<file path="config.mk">
export PLATFORM = sky130hd
export DESIGN_NAME = mult_div_unit
export DESIGN_NICKNAME = d
export VERILOG_FILES = /design/src/rtl/mult_div_unit_pkg.sv /design/src/rtl/mdu_divider.sv /design/src/rtl/mult_div_unit.sv
export SDC_FILE = /design/constraint.sdc
export NUM_CORES = 2
export LEC_CHECK = 0
export ABC_CLOCK_PERIOD_IN_PS = 3800
export CORE_ASPECT_RATIO = 2
export CORE_MARGIN = 5
export CORE_UTILIZATION = 38
export DETAILED_ROUTE_END_ITERATION = 10
export HOLD_SLACK_MARGIN = 0.12
export PLACE_DENSITY_LB_ADDON = 0.08
export SYNTH_ARGS = -nofsm -noshare
export SYNTH_HDL_FRONTEND = slang
export SYNTH_SLANG_ARGS = --single-unit
</file>
<file path="constraint.sdc">
create_clock -name clk -period 3.8 [get_ports clk]
set_clock_uncertainty 0.05 [all_clocks]
set_input_delay 0.38 -clock clk [delete_from_list [all_inputs] [get_ports clk]]
set_output_delay 0.38 -clock clk [all_outputs]
set_load 0.05 [all_outputs]
</file>
<file path="src/rtl/mult_div_unit_pkg.sv">
// Shared definitions for the multiply/divide unit: operation encoding,
// FSM states and timing constants. MDU_MADD_EN adds the multiply-accumulate ops.
package mult_div_unit_pkg;

    localparam int unsigned DATA_W     = 32;
    localparam int unsigned DIV_CYCLES = 33;
    localparam int unsigned CNT_W      = 6;

    typedef enum logic [3:0] {
        MDU_READ_HI            = 4'd0,
        MDU_READ_LO            = 4'd1,
        MDU_WRITE_HI           = 4'd2,
        MDU_WRITE_LO           = 4'd3,
        MDU_START_SIGNED_MUL   = 4'd4,
        MDU_START_UNSIGNED_MUL = 4'd5,
        MDU_START_SIGNED_DIV   = 4'd6,
        MDU_START_UNSIGNED_DIV = 4'd7
`ifdef MDU_MADD_EN
        ,
        MDU_START_SIGNED_MADD   = 4'd8,
        MDU_START_UNSIGNED_MADD = 4'd9,
        MDU_START_SIGNED_MSUB   = 4'd10,
        MDU_START_UNSIGNED_MSUB = 4'd11
`endif
    } MduOperation;

    typedef enum logic [1:0] {
        ST_IDLE = 2'd0,
        ST_MUL  = 2'd1,
        ST_DIV  = 2'd2
    } mdu_state_e;

`ifdef MDU_MADD_EN
    typedef enum logic [1:0] {
        ACC_NONE = 2'd0,
        ACC_ADD  = 2'd1,
        ACC_SUB  = 2'd2
    } mdu_acc_e;
`endif

endpackage

</file>
<file path="src/rtl/mdu_divider.sv">
// Iterative restoring radix-2 divider: 32 quotient-bit iterations followed by
// one sign-fix cycle during which done is high and the signed results are valid.
module mdu_divider
    import mult_div_unit_pkg::*;
(
    input  logic              clk,
    input  logic              rst_n,
    input  logic              start,
    input  logic [DATA_W-1:0] dividend,
    input  logic [DATA_W-1:0] divisor,
    input  logic              is_signed,
    output logic              done,
    output logic [DATA_W-1:0] quotient,
    output logic [DATA_W-1:0] remainder,
    output logic              div_by_zero
);

    localparam int unsigned ITER_W = 5;

    logic [DATA_W-1:0] rem_q;
    logic [DATA_W-1:0] quo_q;
    logic [DATA_W-1:0] dvs_q;
    logic [ITER_W-1:0] iter_q;
    logic              running_q;
    logic              neg_quo_q;
    logic              neg_rem_q;

    logic [DATA_W-1:0] dividend_mag_c;
    logic [DATA_W-1:0] divisor_mag_c;
    logic [DATA_W:0]   shifted_c;
    logic [DATA_W+1:0] diff_c;
    logic [DATA_W-1:0] rem_next_c;
    logic [DATA_W-1:0] quo_next_c;

    // Operand magnitudes for the unsigned core
    always_comb begin
        dividend_mag_c = (is_signed && dividend[DATA_W-1]) ? (DATA_W'(0) - dividend) : dividend;
        divisor_mag_c  = (is_signed && divisor[DATA_W-1])  ? (DATA_W'(0) - divisor)  : divisor;
    end

    // One restoring step: shift in the next dividend bit and trial-subtract
    always_comb begin
        shifted_c  = {rem_q, quo_q[DATA_W-1]};
        diff_c     = {1'b0, shifted_c} - {2'b00, dvs_q};
        rem_next_c = shifted_c[DATA_W-1:0];
        quo_next_c = {quo_q[DATA_W-2:0], 1'b0};
        if (!diff_c[DATA_W+1]) begin
            rem_next_c = diff_c[DATA_W-1:0];
            quo_next_c = {quo_q[DATA_W-2:0], 1'b1};
        end
    end

    // Iteration state; done marks the sign-fix cycle after the last iteration
    always_ff @(posedge clk or negedge rst_n) begin
        if (!rst_n) begin
            rem_q       <= '0;
            quo_q       <= '0;
            dvs_q       <= '0;
            iter_q      <= '0;
            running_q   <= 1'b0;
            neg_quo_q   <= 1'b0;
            neg_rem_q   <= 1'b0;
            done        <= 1'b0;
            div_by_zero <= 1'b0;
        end else if (start) begin
            rem_q       <= '0;
            quo_q       <= dividend_mag_c;
            dvs_q       <= divisor_mag_c;
            iter_q      <= '0;
            running_q   <= 1'b1;
            neg_quo_q   <= is_signed && (dividend[DATA_W-1] ^ divisor[DATA_W-1]);
            neg_rem_q   <= is_signed && dividend[DATA_W-1];
            done        <= 1'b0;
            div_by_zero <= (divisor == '0);
        end else if (running_q) begin
            rem_q  <= rem_next_c;
            quo_q  <= quo_next_c;
            iter_q <= iter_q + ITER_W'(1);
            if (iter_q == ITER_W'(DATA_W - 1)) begin
                running_q <= 1'b0;
                done      <= 1'b1;
            end
        end else begin
            done <= 1'b0;
        end
    end

    // Sign fix: quotient truncates toward zero, remainder follows the dividend
    always_comb begin
        quotient  = neg_quo_q ? (DATA_W'(0) - quo_q) : quo_q;
        remainder = neg_rem_q ? (DATA_W'(0) - rem_q) : rem_q;
    end

endmodule

</file>
<file path="src/rtl/mult_div_unit.sv">
// Iterative multiply/divide unit owning the HI/LO registers.
// Define MDU_MADD_EN to add MADD/MADDU/MSUB/MSUBU accumulate operations.
module mult_div_unit
    import mult_div_unit_pkg::*;
#(
    parameter int unsigned MUL_LATENCY = 5
) (
    input  logic              clk,
    input  logic              rst_n,
    input  logic [DATA_W-1:0] operand1,
    input  logic [DATA_W-1:0] operand2,
    input  MduOperation       operation,
    input  logic              start,
    output logic              busy,
    output logic [DATA_W-1:0] data_read
);

    localparam logic [CNT_W-1:0] MUL_LAST = CNT_W'(MUL_LATENCY - 1);
    localparam logic [CNT_W-1:0] DIV_LAST = CNT_W'(DIV_CYCLES - 1);

    mdu_state_e          state_q, state_d;
    logic [CNT_W-1:0]    cnt_q, cnt_d;
    logic [DATA_W-1:0]   hi_q, hi_d;
    logic [DATA_W-1:0]   lo_q, lo_d;
    logic [2*DATA_W-1:0] prod_q;
    logic                mul_load_c;
    logic                mul_signed_c;
    logic                div_start_c;
    logic [2*DATA_W-1:0] ext_a_c;
    logic [2*DATA_W-1:0] ext_b_c;
    logic [2*DATA_W-1:0] prod_c;

    logic                div_done;
    logic                div_by_zero;
    logic [DATA_W-1:0]   div_quotient;
    logic [DATA_W-1:0]   div_remainder;

`ifdef MDU_MADD_EN
    mdu_acc_e            acc_q;
    mdu_acc_e            acc_c;
`endif

    mdu_divider u_divider (
        .clk         (clk),
        .rst_n       (rst_n),
        .start       (div_start_c),
        .dividend    (operand1),
        .divisor     (operand2),
        .is_signed   (operation == MDU_START_SIGNED_DIV),
        .done        (div_done),
        .quotient    (div_quotient),
        .remainder   (div_remainder),
        .div_by_zero (div_by_zero)
    );

    // Signedness and accumulate mode of the requested multiply
    always_comb begin
        mul_signed_c = (operation == MDU_START_SIGNED_MUL);
`ifdef MDU_MADD_EN
        acc_c = ACC_NONE;
        unique case (operation)
            MDU_START_SIGNED_MADD:   begin mul_signed_c = 1'b1; acc_c = ACC_ADD; end
            MDU_START_UNSIGNED_MADD: acc_c = ACC_ADD;
            MDU_START_SIGNED_MSUB:   begin mul_signed_c = 1'b1; acc_c = ACC_SUB; end
            MDU_START_UNSIGNED_MSUB: acc_c = ACC_SUB;
            default: ;
        endcase
`endif
    end

    // Full 64-bit product; sign- or zero-extension makes one multiplier serve both
    always_comb begin
        ext_a_c = mul_signed_c ? {{DATA_W{operand1[DATA_W-1]}}, operand1} : {DATA_W'(0), operand1};
        ext_b_c = mul_signed_c ? {{DATA_W{operand2[DATA_W-1]}}, operand2} : {DATA_W'(0), operand2};
        prod_c  = ext_a_c * ext_b_c;
    end

    // Next-state, counter and HI/LO update
    always_comb begin
        state_d     = state_q;
        cnt_d       = cnt_q;
        hi_d        = hi_q;
        lo_d        = lo_q;
        mul_load_c  = 1'b0;
        div_start_c = 1'b0;
        unique case (state_q)
            ST_IDLE: begin
                if (start) begin
                    unique case (operation)
                        MDU_START_SIGNED_MUL,
`ifdef MDU_MADD_EN
                        MDU_START_SIGNED_MADD,
                        MDU_START_UNSIGNED_MADD,
                        MDU_START_SIGNED_MSUB,
                        MDU_START_UNSIGNED_MSUB,
`endif
                        MDU_START_UNSIGNED_MUL: begin
                            state_d    = ST_MUL;
                            cnt_d      = '0;
                            mul_load_c = 1'b1;
                        end
                        MDU_START_SIGNED_DIV,
                        MDU_START_UNSIGNED_DIV: begin
                            state_d     = ST_DIV;
                            cnt_d       = '0;
                            div_start_c = 1'b1;
                        end
                        MDU_WRITE_HI: hi_d = operand1;
                        MDU_WRITE_LO: lo_d = operand1;
                        default: ;
                    endcase
                end
            end
            ST_MUL: begin
                if (cnt_q == MUL_LAST) begin
                    state_d = ST_IDLE;
                    cnt_d   = '0;
`ifdef MDU_MADD_EN
                    unique case (acc_q)
                        ACC_ADD: {hi_d, lo_d} = {hi_q, lo_q} + prod_q;
                        ACC_SUB: {hi_d, lo_d} = {hi_q, lo_q} - prod_q;
                        default: {hi_d, lo_d} = prod_q;
                    endcase
`else
                    {hi_d, lo_d} = prod_q;
`endif
                end else begin
                    cnt_d = cnt_q + CNT_W'(1);
                end
            end
            ST_DIV: begin
                if (cnt_q == DIV_LAST) begin
                    state_d = ST_IDLE;
                    cnt_d   = '0;
                    if (div_done && !div_by_zero) begin
                        hi_d = div_remainder;
                        lo_d = div_quotient;
                    end
                end else begin
                    cnt_d = cnt_q + CNT_W'(1);
                end
            end
            default: state_d = ST_IDLE;
        endcase
    end

    // State, counter, HI/LO and busy registers
    always_ff @(posedge clk or negedge rst_n) begin
        if (!rst_n) begin
            state_q <= ST_IDLE;
            cnt_q   <= '0;
            hi_q    <= '0;
            lo_q    <= '0;
            busy    <= 1'b0;
        end else begin
            state_q <= state_d;
            cnt_q   <= cnt_d;
            hi_q    <= hi_d;
            lo_q    <= lo_d;
            busy    <= (state_d != ST_IDLE);
        end
    end

    // Multiplier result register, captured when a multiply is accepted
    always_ff @(posedge clk or negedge rst_n) begin
        if (!rst_n) begin
            prod_q <= '0;
`ifdef MDU_MADD_EN
            acc_q  <= ACC_NONE;
`endif
        end else if (mul_load_c) begin
            prod_q <= prod_c;
`ifdef MDU_MADD_EN
            acc_q  <= acc_c;
`endif
        end
    end

    // Zero-latency HI/LO read port
    always_comb begin
        data_read = '0;
        unique case (operation)
            MDU_READ_HI: data_read = hi_q;
            MDU_READ_LO: data_read = lo_q;
            default: ;
        endcase
    end

endmodule

</file>
After elaboration in Yosys (flattened, before gate mapping). Index checks and enable logic that the tools add are counted.

Add/sub/neg operators: 7. Multiply operators: 1. Equal/unequal tests: 20. Mux-type cells: 49. Bitwise operators: 1. Reduce and logical (&&, ||, !) cells: 17.

Operators with widths (number): 32-bit two-way mux (19); 32-bit one-hot mux with 3 select lines (2); 64-bit two-way mux (2); 1-bit by 32-bit subtractor with 32-bit output (first input constant) (4); 64-bit by 64-bit multiplier with 64-bit output (1); 32-bit one-hot mux with 2 select lines (1); 33-bit by 32-bit subtractor with 34-bit output (1); 32-bit logical NOT (1); 6-bit two-way mux (4); 6-bit one-hot mux with 3 select lines (1); 4-bit by 3-bit equality test with 1-bit output (second input constant) (4); 1-bit two-way mux (13); 6-bit AND reduction (2); 5-bit two-way mux (2); 2-bit inequality test (second input constant) (5); 4-bit by 2-bit equality test with 1-bit output (second input constant) (2); 6-bit by 1-bit adder with 6-bit output (second input constant) (1); 6-bit by 3-bit equality test with 1-bit output (second input constant) (1); 6-bit equality test (second input constant) (1); 2-bit two-way mux (3); 2-bit one-hot mux with 3 select lines (1); 5-bit by 1-bit adder with 5-bit output (second input constant) (1); 5-bit equality test (second input constant) (1); 4-bit by 1-bit equality test with 1-bit output (second input constant) (1); other kinds (15) (21).

Flip-flop bits (word level): 243. Input bits: 71. Output and inout bits: 33.

Longest topological paths before layout.
Word-level depth: 6. Depth in mapped cells: 39. Mapped depth without buffers: 36.

By module. A second synthesis with hierarchy kept.

Cell total of the unflattened synthesis: 6894. Area total of the unflattened synthesis: 63378.3 um^2.

Modules (own cells, without submodules): mult_div_unit (times used 1, cells each 5751, area each 54116.9 um^2); mdu_divider (times used 1, cells each 1143, area each 9261.4 um^2).

Worst setup path after synthesis. No wires, ideal clock.

Path kind: input to register. Start point: in operation[1]. End point: reg prod_q[62]. Library setup time: 137 ps. Arrival time: 9550 ps. Required time: 3613 ps. Slack: -5936 ps. Stages on the path: 30. Path buffers: 4. Cells stage by stage: clkbuf_1 nor3_1 and2_0 clkbuf_1 clkbuf_1 nand2_1 fa_1 inv_1 fa_1 fa_1 fa_1 inv_1 fa_1 inv_1 fa_1 fa_1 fa_1 fa_1 inv_1 fa_1 inv_1 ha_1 clkbuf_1 nand4_1 or4_1 o2111ai_1 nand2_1 o21ai_0 mux2i_1 o211ai_1.

Cells in the longest elaborated chain, start to end: 5.

Ends and longest elaborated chain: from (decl) (RTL line mult_div_unit.sv:12) `input MduOperation operation,`; parallel branches: the longest is 5 deep, another holds 64-bit by 64-bit multiplier with 64-bit output; to (signal assigned) (RTL line mult_div_unit.sv:172) `prod_q <= prod_c;`; to (decl) (RTL line mult_div_unit.sv:25) `logic [2*DATA_W-1:0] prod_q;`.

Several ways; the timed one is not identified. A chain may end at the register's enable or synchronous reset.

Worst setup path in the final report.
Start point: in operation[3]. End point: reg prod_q[61].

The elaborated chain is that of the path after synthesis.

==> flow_summary.yaml <==
floorplanning:
  fp.dieH_um: 583
  initial_core_util: 0.382
  core_mm2: 0.164
  floorplan.die_area_mm2: 0.173
  ios: 104
  placementRows: 210
  die_w_um: 297
outcome:
  status: "complete, but fails checks"
  violations: "setup timing"
final_layout:
  regArea_mm2: 0.00608
  fillerInstances: 15918
  drive_above_1_share: 0.226
  areaGrowthSynthToFinish_pct: 25.7
  final_cells: 9902
  multi_input_area_mm2: 0.0516
  fin_nets: 9605
logic_synthesis:
  synth_top_cell_by_area: "fa_1"
  ys.warnings.count: 0
  synthesis.nets: 8787
  avgSynthCellArea_um2: 9.00
  synth_top_area_frac: 0.454
  ys_top_cells_by_area: "fa_1, dfrtp_1, inv_1"
  synth_edf_count: 0
  syn_inst: 6943
  synth-seq-cells: 243
  netlist_area_mm2: 0.0625
  synth_common_cells: "inv_1, fa_1, nand2_1, and2_1, ha_1"
  synthArstFlopShare: 1.00
  yosysMostFrequentCell: "inv_1"
  seq_area_frac_synth: 0.0974
  synthDistinctLibCells: 74
  synth_ff_type: "dfrtp_1"
setup_path:
  cp-start-kind: "input port"
  rr_worst_depth: 12
  timing.rr.start: "u_divider.quo_q[4]"
  critical_path_class: "in -> reg"
  crit_slowest_cell: "fa_2"
  r2r_slack_ps: 140
  crit_top_cell: "fa_1"
  max_stage_delay_ps: 670
  cp.required_ps: 4170
  crit_fanout: 7
  crit_path_end_kind: "flop"
  cp.arrival_ps: 9030
  r2r_end: "lo_q[30]"
clock_tree:
  cts_tree: "done"
  cts-root-buf: "clkbuf_16"
  insertion_delay_ps: 570
  cts-buffers-inserted: 27
  cts_max_level: 1
  clk_pin_slew_worst_paths_ps: 60
  cts.sink_count: 243
  cts.path.max_buffers: 3
routing:
  drt_iter0_drc: 2443
  vias_per_cell: 5.15
  wl_per_cell_um: 27.4
  first_pass_iters: 5
  route.detailed.drc: 0
  vias: 51015
  wl_mm: 271
  ant_nets: 0
placement:
  post-dp-hpwl_mm: 228
  gp_congestion: 1.00
  io_buffers: 103
  preCtsSetupSlack_ps: -6110
  placed_cells: 9703
global_route:
  grt_max_degree: 102
  antenna_found_initial: 10
  grt_pass1_vias: 58671
  grt_overflow_total: 0
  grt_pass1_wl_mm: 391
  grt_use_total: 0.317
sta:
  worst_slew_margin_rel: 0.406
  min_period_ps: 8660
  fin_hold_ws_ps: 332
  max_clock_freq_mhz: 115
  tightest_slew_ps: 892
  setup_tns_ps: -217010
  hold_violations: 0
  min_period_over_period: 2.28
  setup-violations-final: 58
  post-route-worst-setup-slack_ps: -4860
  rsz0062_at_grt: "yes"
  slew_viol_final: 0
min_path:
  hold_end: "u_divider.quo_q[3]"
  worstHoldStart: "operand1[3]"
  hp-class: "in -> reg"
  holdPathStages: 5
run:
  maxCapViolCount: 0
-- layout make-up --
cell class                      instances  share of cell area
Timing Repair Buffer                 1191               0.146
Tap cell                             2120              0.0338
Antenna cell                            1           0.0000319
Sequential cell                       243              0.0775
Clock inverter                         13             0.00223
Inverter                             1544              0.0739
Multi-Input combinational cell       4754               0.657
Clock buffer                           36             0.00967
-- worst max path at each step --
stage	from	to
after floorplan	operation[1]	prod_q[62]
after global placement	operation[0]	prod_q[59]
after detailed placement	operation[0]	prod_q[62]
after CTS	operation[3]	prod_q[62]
after global routing	operation[3]	prod_q[60]
final	operation[3]	prod_q[61]
-- flip-flops by register name, indices dropped and copies added, names as in the netlist --
register	count
prod_q	64
hi_q	32
lo_q	32
u_divider.dvs_q	32
u_divider.quo_q	32
u_divider.rem_q	32
cnt_q	6
u_divider.iter_q	5
state_q	2
busy	1
u_divider.div_by_zero	1
u_divider.done	1
u_divider.neg_quo_q	1
u_divider.neg_rem_q	1
u_divider.running_q	1
-- per-layer routing --
layer	global-route usage	wire length [µm]	vias to the layer above
met3	0.0254	7910	848
met1	0.285	79600	26393
met5	0	42	-
li1	-	-	22359
met2	0.610	149000	1409
met4	0.294	35100	6
-- per-stage QoR --
step	util	area, µm²
final	0.480	78500
after global routing	0.480	78500
after CTS	0.473	77400
after detailed placement	0.449	73500
after global placement	0.449	73500
after floorplan	-	64200
-- cells in the final DEF, fill, tap and decap left out, types with 25 or more instances in the layout --
| cell | n |
|---|---|
| ha_1 | 283 |
| o21ai_1 | 52 |
| a21oi_2 | 29 |
| clkbuf_16 | 27 |
| ha_4 | 67 |
| a22o_1 | 34 |
| inv_1 | 1452 |
| xnor2_1 | 163 |
| o21ai_2 | 27 |
| buf_6 | 111 |
| fa_1 | 1299 |
| o21ai_0 | 163 |
| buf_12 | 128 |
| buf_4 | 867 |
| and2_4 | 29 |
| inv_2 | 88 |
| a21oi_1 | 193 |
| o31ai_1 | 88 |
| and3_1 | 36 |
| nor2_1 | 150 |
| and2_1 | 381 |
| nand3_1 | 27 |
| fa_2 | 117 |
| mux2i_1 | 35 |
| a21o_1 | 57 |
| dfrtp_1 | 242 |
| nand2_2 | 41 |
| xor2_1 | 70 |
| nand2_1 | 1036 |
| nor3_1 | 25 |
-- critical path, delay by kind of cell --
family / cells / cell delay, ps
compound gates: 7 / 1050
xor+xnor: 1 / 120
fa+ha+maj: 11 / 5680
buf+inv: 9 / 1060
simple gates: 6 / 710
-- logic make-up (layout without fill, tap and decap cells) --
group           Yosys count  in the layout  synth area share
xor+xnor                267            267            0.0374
other cells               0              1                 0
buf+inv                1946           2784             0.117
compound gates          785            785            0.0771
simple gates           1888           1888             0.139
mux                      39             39           0.00633
fa+ha+maj              1775           1775             0.526
flops                   243            243            0.0974
-- timing repair --
action	4_1_cts	5_1_grt
gates cloned	11	1
setup endpoints to repair	59	61
hold buffers	1	0
setup buffers	105	58
gates resized for setup	534	222
endpoints found under the hold margin	80	0
pin swaps	279	216
Power is not shown: default switching activity piles up to over one toggle a cycle in this logic, so the estimate is an artifact.
